`config.mk`:
```
export PLATFORM = sky130hd
export DESIGN_NAME = ball_pixel_engine
export DESIGN_NICKNAME = d
export VERILOG_FILES = /design/src/rtl/ball_pixel_engine.sv
export SDC_FILE = /design/constraint.sdc
export NUM_CORES = 2
export LEC_CHECK = 0
export BUFFER_PORTS_ARGS = -buffer_cell sky130_fd_sc_hd__clkbuf_2
export CAP_MARGIN = 10
export CORE_ASPECT_RATIO = 0.75
export CORE_MARGIN = 2
export CORE_UTILIZATION = 45
export CTS_CLUSTER_SIZE = 40
export DETAILED_ROUTE_END_ITERATION = 8
export GPL_ROUTABILITY_DRIVEN = 0
export SYNTH_ARGS = -nofsm -noshare
export SYNTH_HDL_FRONTEND = slang
export SYNTH_SLANG_ARGS = --single-unit
export TNS_END_PERCENT = 5
```
`constraint.sdc`:
```
create_clock -name Clk -period 16.17 [get_ports Clk]
set_input_delay 3.234 -clock Clk [delete_from_list [all_inputs] [get_ports Clk]]
set_output_delay 3.234 -clock Clk [all_outputs]
set_load 0.01 [all_outputs]
```
`src/rtl/ball_pixel_engine.sv`:
```
// Per-pixel ball hit-test stage.
// Software writes ball position, radius and enable into a shadow set.
// A commit write arms a swap. The next falling edge of VGA_VS copies the
// shadow set into the active set, so a frame never mixes old and new balls.
// Every cycle, the current DrawX/DrawY is tested against all active balls
// through a two-stage pipeline. The lowest-index hit wins.
module ball_pixel_engine #(
  parameter int NUM_BALLS = 4,
  parameter int COORD_W   = 10,
  parameter int RAD_W     = 6
) (
  input  logic               Clk,
  input  logic               Reset,
  input  logic               wr_en,
  input  logic [4:0]         wr_addr,
  input  logic [31:0]        wr_data,
  input  logic               VGA_VS,
  input  logic [COORD_W-1:0] DrawX,
  input  logic [COORD_W-1:0] DrawY,
  output logic               is_ball,
  output logic [1:0]         ballID,
  output logic               commit_pending,
  output logic [15:0]        frame_count
);

  localparam int DIFF_W = COORD_W + 1;
  localparam int SUM_W  = 2 * COORD_W + 1;
  localparam int R2_W   = 2 * RAD_W;

  // |a - b| taken from an 11-bit signed difference; the magnitude always fits COORD_W bits
  function automatic logic [COORD_W-1:0] abs_diff(input logic [COORD_W-1:0] a,
                                                  input logic [COORD_W-1:0] b);
    logic [DIFF_W-1:0] d;
    d = {1'b0, a} - {1'b0, b};
    if (d[DIFF_W-1]) begin
      d = ~d + DIFF_W'(1);
    end else begin
      d = d;
    end
    return d[COORD_W-1:0];
  endfunction

  // Register file: shadow (software view) and active (what is drawn)
  logic [COORD_W-1:0] sh_x_q  [NUM_BALLS];
  logic [COORD_W-1:0] sh_y_q  [NUM_BALLS];
  logic [RAD_W-1:0]   sh_r_q  [NUM_BALLS];
  logic               sh_en_q [NUM_BALLS];
  logic [COORD_W-1:0] act_x_q [NUM_BALLS];
  logic [COORD_W-1:0] act_y_q [NUM_BALLS];
  logic [RAD_W-1:0]   act_r_q [NUM_BALLS];
  logic               act_en_q[NUM_BALLS];

  // Frame-swap control
  logic        vs_q;
  logic        commit_pending_q, commit_pending_d;
  logic [15:0] frame_count_q, frame_count_d;
  logic        vs_fall_s, swap_s, commit_wr_s, ball_wr_s;
  logic [1:0]  wr_ball_s, wr_field_s;
  logic        unused_wr_s;

  // Pipeline stage 1 and stage 2
  logic [COORD_W-1:0] dx_q[NUM_BALLS], dx_d[NUM_BALLS];
  logic [COORD_W-1:0] dy_q[NUM_BALLS], dy_d[NUM_BALLS];
  logic [R2_W-1:0]    r2_q[NUM_BALLS], r2_d[NUM_BALLS];
  logic               en_q[NUM_BALLS], en_d[NUM_BALLS];
  logic [SUM_W-1:0]   sum_s[NUM_BALLS];
  logic [NUM_BALLS-1:0] hit_s;
  logic               is_ball_q, is_ball_d;
  logic [1:0]         ball_id_q, ball_id_d;

  assign wr_ball_s   = wr_addr[3:2];
  assign wr_field_s  = wr_addr[1:0];
  assign ball_wr_s   = wr_en & ~wr_addr[4];
  assign commit_wr_s = wr_en & (wr_addr == 5'd16);
  assign unused_wr_s = ^wr_data[31:COORD_W];
  assign vs_fall_s   = vs_q & ~VGA_VS;
  // A commit written on the vs_fall cycle is not yet pending, so it waits a frame
  assign swap_s      = vs_fall_s & commit_pending_q;

  // Software writes into the shadow set; upper data bits are dropped
  always_ff @(posedge Clk or posedge Reset) begin
    if (Reset) begin
      for (int i = 0; i < NUM_BALLS; i++) begin
        sh_x_q[i]  <= '0;
        sh_y_q[i]  <= '0;
        sh_r_q[i]  <= '0;
        sh_en_q[i] <= 1'b0;
      end
    end else if (ball_wr_s) begin
      case (wr_field_s)
        2'd0:    sh_x_q[wr_ball_s]  <= wr_data[COORD_W-1:0];
        2'd1:    sh_y_q[wr_ball_s]  <= wr_data[COORD_W-1:0];
        2'd2:    sh_r_q[wr_ball_s]  <= wr_data[RAD_W-1:0];
        2'd3:    sh_en_q[wr_ball_s] <= wr_data[0];
        default: sh_en_q[wr_ball_s] <= sh_en_q[wr_ball_s];
      endcase
    end
  end

  // Shadow-to-active copy on a committed frame edge; the copy sees pre-write shadow values
  always_ff @(posedge Clk or posedge Reset) begin
    if (Reset) begin
      for (int i = 0; i < NUM_BALLS; i++) begin
        act_x_q[i]  <= '0;
        act_y_q[i]  <= '0;
        act_r_q[i]  <= '0;
        act_en_q[i] <= 1'b0;
      end
    end else if (swap_s) begin
      for (int i = 0; i < NUM_BALLS; i++) begin
        act_x_q[i]  <= sh_x_q[i];
        act_y_q[i]  <= sh_y_q[i];
        act_r_q[i]  <= sh_r_q[i];
        act_en_q[i] <= sh_en_q[i];
      end
    end
  end

  // Next-state for the commit flag and the swap counter
  always_comb begin
    commit_pending_d = commit_pending_q;
    frame_count_d    = frame_count_q;
    if (commit_wr_s) begin
      commit_pending_d = 1'b1;
    end else if (swap_s) begin
      commit_pending_d = 1'b0;
    end else begin
      commit_pending_d = commit_pending_q;
    end
    if (swap_s) begin
      frame_count_d = frame_count_q + 16'd1;
    end else begin
      frame_count_d = frame_count_q;
    end
  end

  // Frame-swap control registers; vs_q idles high like the sync it follows
  always_ff @(posedge Clk or posedge Reset) begin
    if (Reset) begin
      vs_q             <= 1'b1;
      commit_pending_q <= 1'b0;
      frame_count_q    <= 16'd0;
    end else begin
      vs_q             <= VGA_VS;
      commit_pending_q <= commit_pending_d;
      frame_count_q    <= frame_count_d;
    end
  end

  // Stage 1 next-state: per-ball distance magnitudes and squared radius
  always_comb begin
    for (int i = 0; i < NUM_BALLS; i++) begin
      dx_d[i] = abs_diff(DrawX, act_x_q[i]);
      dy_d[i] = abs_diff(DrawY, act_y_q[i]);
      r2_d[i] = R2_W'(act_r_q[i]) * R2_W'(act_r_q[i]);
      en_d[i] = act_en_q[i];
    end
  end

  // Stage 1 registers
  always_ff @(posedge Clk or posedge Reset) begin
    if (Reset) begin
      for (int i = 0; i < NUM_BALLS; i++) begin
        dx_q[i] <= '0;
        dy_q[i] <= '0;
        r2_q[i] <= '0;
        en_q[i] <= 1'b0;
      end
    end else begin
      for (int i = 0; i < NUM_BALLS; i++) begin
        dx_q[i] <= dx_d[i];
        dy_q[i] <= dy_d[i];
        r2_q[i] <= r2_d[i];
        en_q[i] <= en_d[i];
      end
    end
  end

  // Stage 2 next-state: circle test per ball, then lowest-index priority pick
  always_comb begin
    hit_s     = '0;
    is_ball_d = 1'b0;
    ball_id_d = 2'd0;
    for (int i = 0; i < NUM_BALLS; i++) begin
      sum_s[i] = SUM_W'(dx_q[i]) * SUM_W'(dx_q[i]) + SUM_W'(dy_q[i]) * SUM_W'(dy_q[i]);
      hit_s[i] = en_q[i] & (sum_s[i] <= SUM_W'(r2_q[i]));
    end
    for (int i = NUM_BALLS - 1; i >= 0; i--) begin
      if (hit_s[i]) begin
        ball_id_d = 2'(i);
      end else begin
        ball_id_d = ball_id_d;
      end
    end
    is_ball_d = |hit_s;
  end

  // Stage 2 registers drive the outputs directly
  always_ff @(posedge Clk or posedge Reset) begin
    if (Reset) begin
      is_ball_q <= 1'b0;
      ball_id_q <= 2'd0;
    end else begin
      is_ball_q <= is_ball_d;
      ball_id_q <= ball_id_d;
    end
  end

  assign is_ball        = is_ball_q;
  assign ballID         = ball_id_q;
  assign commit_pending = commit_pending_q;
  assign frame_count    = frame_count_q;

endmodule

```
==> insert_results.sql <==
INSERT INTO impl_metrics (metric_group, metric, value, unit) VALUES
('outcome', 'outcome', 'complete, no violations', ''),
('routing', 'wl_per_cell', '16.10', 'microns'),
('routing', 'postRouteAntennaNets', '0', ''),
('yosys', 'top_area_cell_type_share_of_the_netlist_area', '25.82', '%'),
('clocking', 'max-clock-path-buffers', '3', ''),
('die', 'die_w', '362.3', 'microns'),
('min_path', 'whs_endpoint', 'en_q[1]', ''),
('yosys', 'synth_edf_count', '0', ''),
('global_route', 'antenna_violations_before_repair', '5', ''),
('clocking', 'tritoncts_clock_tree', 'built', ''),
('clocking', 'clk_pin_slew_worst_paths', '0.06', 'ns'),
('yosys', 'cell_types_with_the_largest_area_share_after_synthesis', 'sky130_fd_sc_hd__fa_1 (26%), sky130_fd_sc_hd__dfrtp_1 (21%), sky130_fd_sc_hd__ha_1 (15%), sky130_fd_sc_hd__inv_1 (8.6%), sky130_fd_sc_hd__nand2_1 (4.4%)', ''),
('critical_path', 'critPathCaptureType', 'flop', ''),
('routing', 'detail_route.iter0.violations', '1735', ''),
('critical_path', 'r2r_slack', '7.97', 'ns'),
('yosys', 'yosys_register_bits', '365', ''),
('clocking', 'cts.hold.buffers_added', '0', ''),
('die', 'pin_count', '81', ''),
('sta', 'finalSetupTns', '0', 'ns'),
('sta', 'highest_attainable_clock_frequency', '121.9', 'MHz'),
('sta', 'drv_slew', '0', ''),
('global_route', 'vias_in_the_first_global_route', '29850', ''),
('place', 'detailedPlacementHpwl', '76620', 'microns'),
('sta', 'timing.final.crit_share', '50.74', '%'),
('sta', 'worst_clock_skew', '0.02707', 'ns'),
('min_path', 'hp-start', 'act_en_q[1]', ''),
('critical_path', 'critical_path_arrival', '8.69', 'ns'),
('die', 'die-area', '98830', 'sq um'),
('sta', 'worstMarginPinSlew', '1.003', 'ns'),
('critical_path', 'cp-start-kind', 'flop', ''),
('global_route', 'global_route_wire_length_before_repair', '159100', 'microns'),
('critical_path', 'r2r_end', 'ballID[0]', ''),
('clocking', 'postCtsSetupBuffers', '0', ''),
('routing', 'route.detailed.vias_per_inst', '4.992', ''),
('global_route', 'maximum_number_of_pins_on_one_net_before_global_route_repair', '192', ''),
('sta', 'slew_limit_headroom', '33.03', '%'),
('place', 'placed_cell_area', '44820', 'sq um'),
('cells_and_area', 'syn_to_final_growth', '6.274', '%'),
('yosys', 'postSynthCellCount', '4569', ''),
('routing', 'drt_drc_violations_left', '0', ''),
('place', 'port_buffers', '58', ''),
('global_route', 'global_route.usage.total', '20.02', '%'),
('yosys', 'avgSynthCellArea', '9.485', 'sq um'),
('critical_path', 'critical_path.reg2reg.startpoint', 'dx_q[5]', ''),
('min_path', 'timing.hold.worst_path_depth', '0', ''),
('critical_path', 'worstPathMaxFanout', '8', ''),
('yosys', 'synth_largest_area_cell', 'sky130_fd_sc_hd__fa_1', ''),
('yosys', 'ys.flop_type', 'sky130_fd_sc_hd__dfrtp_1', ''),
('routing', 'postRouteWirelength', '93950', 'microns'),
('sta', 'hold_violations', '0', ''),
('critical_path', 'critical_path.max_stage_delay', '0.59', 'ns'),
('clocking', 'numCtsBuffers', '36', ''),
('cells_and_area', 'layout-drive-gt1-share', '5.977', '%'),
('critical_path', 'critical_path_buf_inv_count', '5', ''),
('critical_path', 'worst-r2r-cell-count', '25', ''),
('yosys', 'synthesis.yosys.warnings', '0', ''),
('yosys', 'postSynth.asyncResetShare', '100.0', '%'),
('critical_path', 'path_class', 'reg -> reg', ''),
('die', 'fp.coreArea', '95400', 'sq um'),
('clocking', 'clkLatencyLatePin', '0.55', 'ns'),
('yosys', 'synth_nets', '5718', ''),
('clocking', 'cts.sinks', '365', ''),
('clocking', 'cts_htree_levels', '2', ''),
('routing', 'routed-via-count', '29134', ''),
('die', 'floorplan.initialDensity', '45.43', '%'),
('critical_path', 'crit_top_cell', 'sky130_fd_sc_hd__fa_1', ''),
('sta', 'min_period', '8.204', 'ns'),
('job', 'max_cap_viol_count', '0', ''),
('critical_path', 'timing.critical_path.max_delay_family', 'adder cells', ''),
('critical_path', 'worst_ep_required_time', '16.66', 'ns'),
('clocking', 'count_of_cells_resized_by_post_cts_repair', '0', '');
## worst reg2reg max path, stage by stage, from the launching register on
cell and delay, ns:
sky130_fd_sc_hd__dfrtp_1 0.57, sky130_fd_sc_hd__inv_1 0.25, sky130_fd_sc_hd__nor2_1 0.10, sky130_fd_sc_hd__fa_1 0.59
sky130_fd_sc_hd__inv_1 0.07, sky130_fd_sc_hd__fa_1 0.53, sky130_fd_sc_hd__inv_1 0.05, sky130_fd_sc_hd__fa_1 0.49
sky130_fd_sc_hd__fa_1 0.58, sky130_fd_sc_hd__fa_1 0.43, sky130_fd_sc_hd__fa_1 0.49, sky130_fd_sc_hd__inv_1 0.05
sky130_fd_sc_hd__fa_1 0.55, sky130_fd_sc_hd__inv_1 0.06, sky130_fd_sc_hd__ha_1 0.35, sky130_fd_sc_hd__a21o_1 0.23
sky130_fd_sc_hd__o41ai_2 0.34, sky130_fd_sc_hd__xnor2_1 0.19, sky130_fd_sc_hd__ha_1 0.28, sky130_fd_sc_hd__a211o_1 0.31
sky130_fd_sc_hd__nor2_1 0.09, sky130_fd_sc_hd__o211ai_1 0.10, sky130_fd_sc_hd__a2111o_1 0.44, sky130_fd_sc_hd__or4_4 0.57
sky130_fd_sc_hd__a21oi_2 0.29, sky130_fd_sc_hd__o21a_1 0.16
## routing by layer
| metal | track usage (%) | wire length, microns | vias to the layer above |
|---|---|---|---|
| met2 | 28.31 | 37030 | 532 |
| met4 | 2.249 | 920 | 2 |
| met3 | 3.688 | 5935 | 70 |
| met5 | 0 | 14 | - |
| met1 | 32.36 | 50050 | 14305 |
| li1 | - | - | 14225 |
## flip-flops by register name, indices dropped and copies added, names as in the netlist
signal / flops
frame_count: 16
sh_r_q: 24
sh_en_q: 4
act_y_q: 40
r2_q: 44
is_ball: 1
sh_y_q: 40
vs_q: 1
en_q: 4
sh_x_q: 40
act_x_q: 40
act_en_q: 4
dx_q: 40
ballID: 2
dy_q: 40
commit_pending: 1
act_r_q: 24
## worst max-delay path by stage
stage	startpoint	to	slack, ns	cells past startpoint
floorplan	Reset	act_en_q[0]	2.81	1
global placement	dx_q[5]	ballID[0]	7.99	25
detailed placement	dx_q[22]	is_ball	7.97	29
CTS	dx_q[22]	is_ball	7.91	29
global route	dx_q[22]	is_ball	7.40	29
finish	dx_q[5]	ballID[0]	7.97	25
## cell families (layout without fill, tap and decap cells)
family	count (synthesis)	after routing	share of synthesized area [%]
multiplexers	126	126	3.283
buffers and inverters	1114	1129	9.695
flip-flops	365	365	21.08
AO/OA/AOI/OAI	483	483	7.025
adder cells (fa/ha/maj)	1088	1088	41.10
other	0	2	0
XOR/XNOR	263	263	5.315
AND/OR/NAND/NOR	1130	1130	12.50
## cell usage in the layout, fill, tap and decap left out, types with 7 or more instances in the layout
cell                        instances
sky130_fd_sc_hd__o21ai_1            9
sky130_fd_sc_hd__inv_1            996
sky130_fd_sc_hd__or4_1             12
sky130_fd_sc_hd__mux2_2           115
sky130_fd_sc_hd__nor3_1            38
sky130_fd_sc_hd__xor2_1            48
sky130_fd_sc_hd__a21o_1            55
sky130_fd_sc_hd__o41ai_1            8
sky130_fd_sc_hd__clkbuf_2          58
sky130_fd_sc_hd__nand2_1          512
sky130_fd_sc_hd__mux2i_1            8
sky130_fd_sc_hd__and2_1           222
sky130_fd_sc_hd__and3_1            22
sky130_fd_sc_hd__nand4_1           24
sky130_fd_sc_hd__nor2_1           140
sky130_fd_sc_hd__or3_1             17
sky130_fd_sc_hd__clkbuf_16         37
sky130_fd_sc_hd__a21oi_1          111
sky130_fd_sc_hd__fa_1             559
sky130_fd_sc_hd__a31oi_1           16
sky130_fd_sc_hd__a21boi_0           7
sky130_fd_sc_hd__ha_1             529
sky130_fd_sc_hd__o21ai_0          145
sky130_fd_sc_hd__xnor2_1          215
sky130_fd_sc_hd__nand2b_1          21
sky130_fd_sc_hd__nand3_1           36
sky130_fd_sc_hd__o21bai_1          33
sky130_fd_sc_hd__o21a_1             9
sky130_fd_sc_hd__o31ai_1           19
sky130_fd_sc_hd__a211oi_1          11
sky130_fd_sc_hd__nor2b_1           58
sky130_fd_sc_hd__o211ai_1          10
sky130_fd_sc_hd__a31o_2             8
sky130_fd_sc_hd__dfrtp_1          364
## cell type report
type | count | area (sq um)
fillers | 9075 | 49340
multi-input cells | 3090 | 30000
flip-flops and latches | 365 | 9135
inverters | 1001 | 3765
well taps | 1250 | 1564
clock buffers | 47 | 1023
repair buffers | 65 | 355.3
clock inverters | 16 | 202.7
diodes | 2 | 5.005
## cell usage after synthesis (all sizes together), types with 38 or more instances
cell / number
a21oi: 113
o21ai: 154
and2: 222
fa: 559
mux2: 116
a21o: 55
ha: 529
xor2: 48
dfrtp: 364
nor3: 38
nor2: 140
inv: 1001
nand2: 514
clkbuf: 106
xnor2: 215
nor2b: 58
## metrics by stage
step           utilization, %  hold WS, ns  std cells  setup WS (ns)
3_5_place_dp            46.99       0.3664       5771          7.971
5_1_grt                 48.27       0.3893       5834          7.402
6_report                48.28       0.3752       5836          7.966
2_1_floorplan               -       0.3535       4569          2.806
4_1_cts                 48.27       0.3805       5834          7.907
3_3_place_gp            46.99       0.3644       5771          7.986
Power is not shown: default switching activity piles up to over one toggle a cycle in this logic, so the estimate is an artifact.
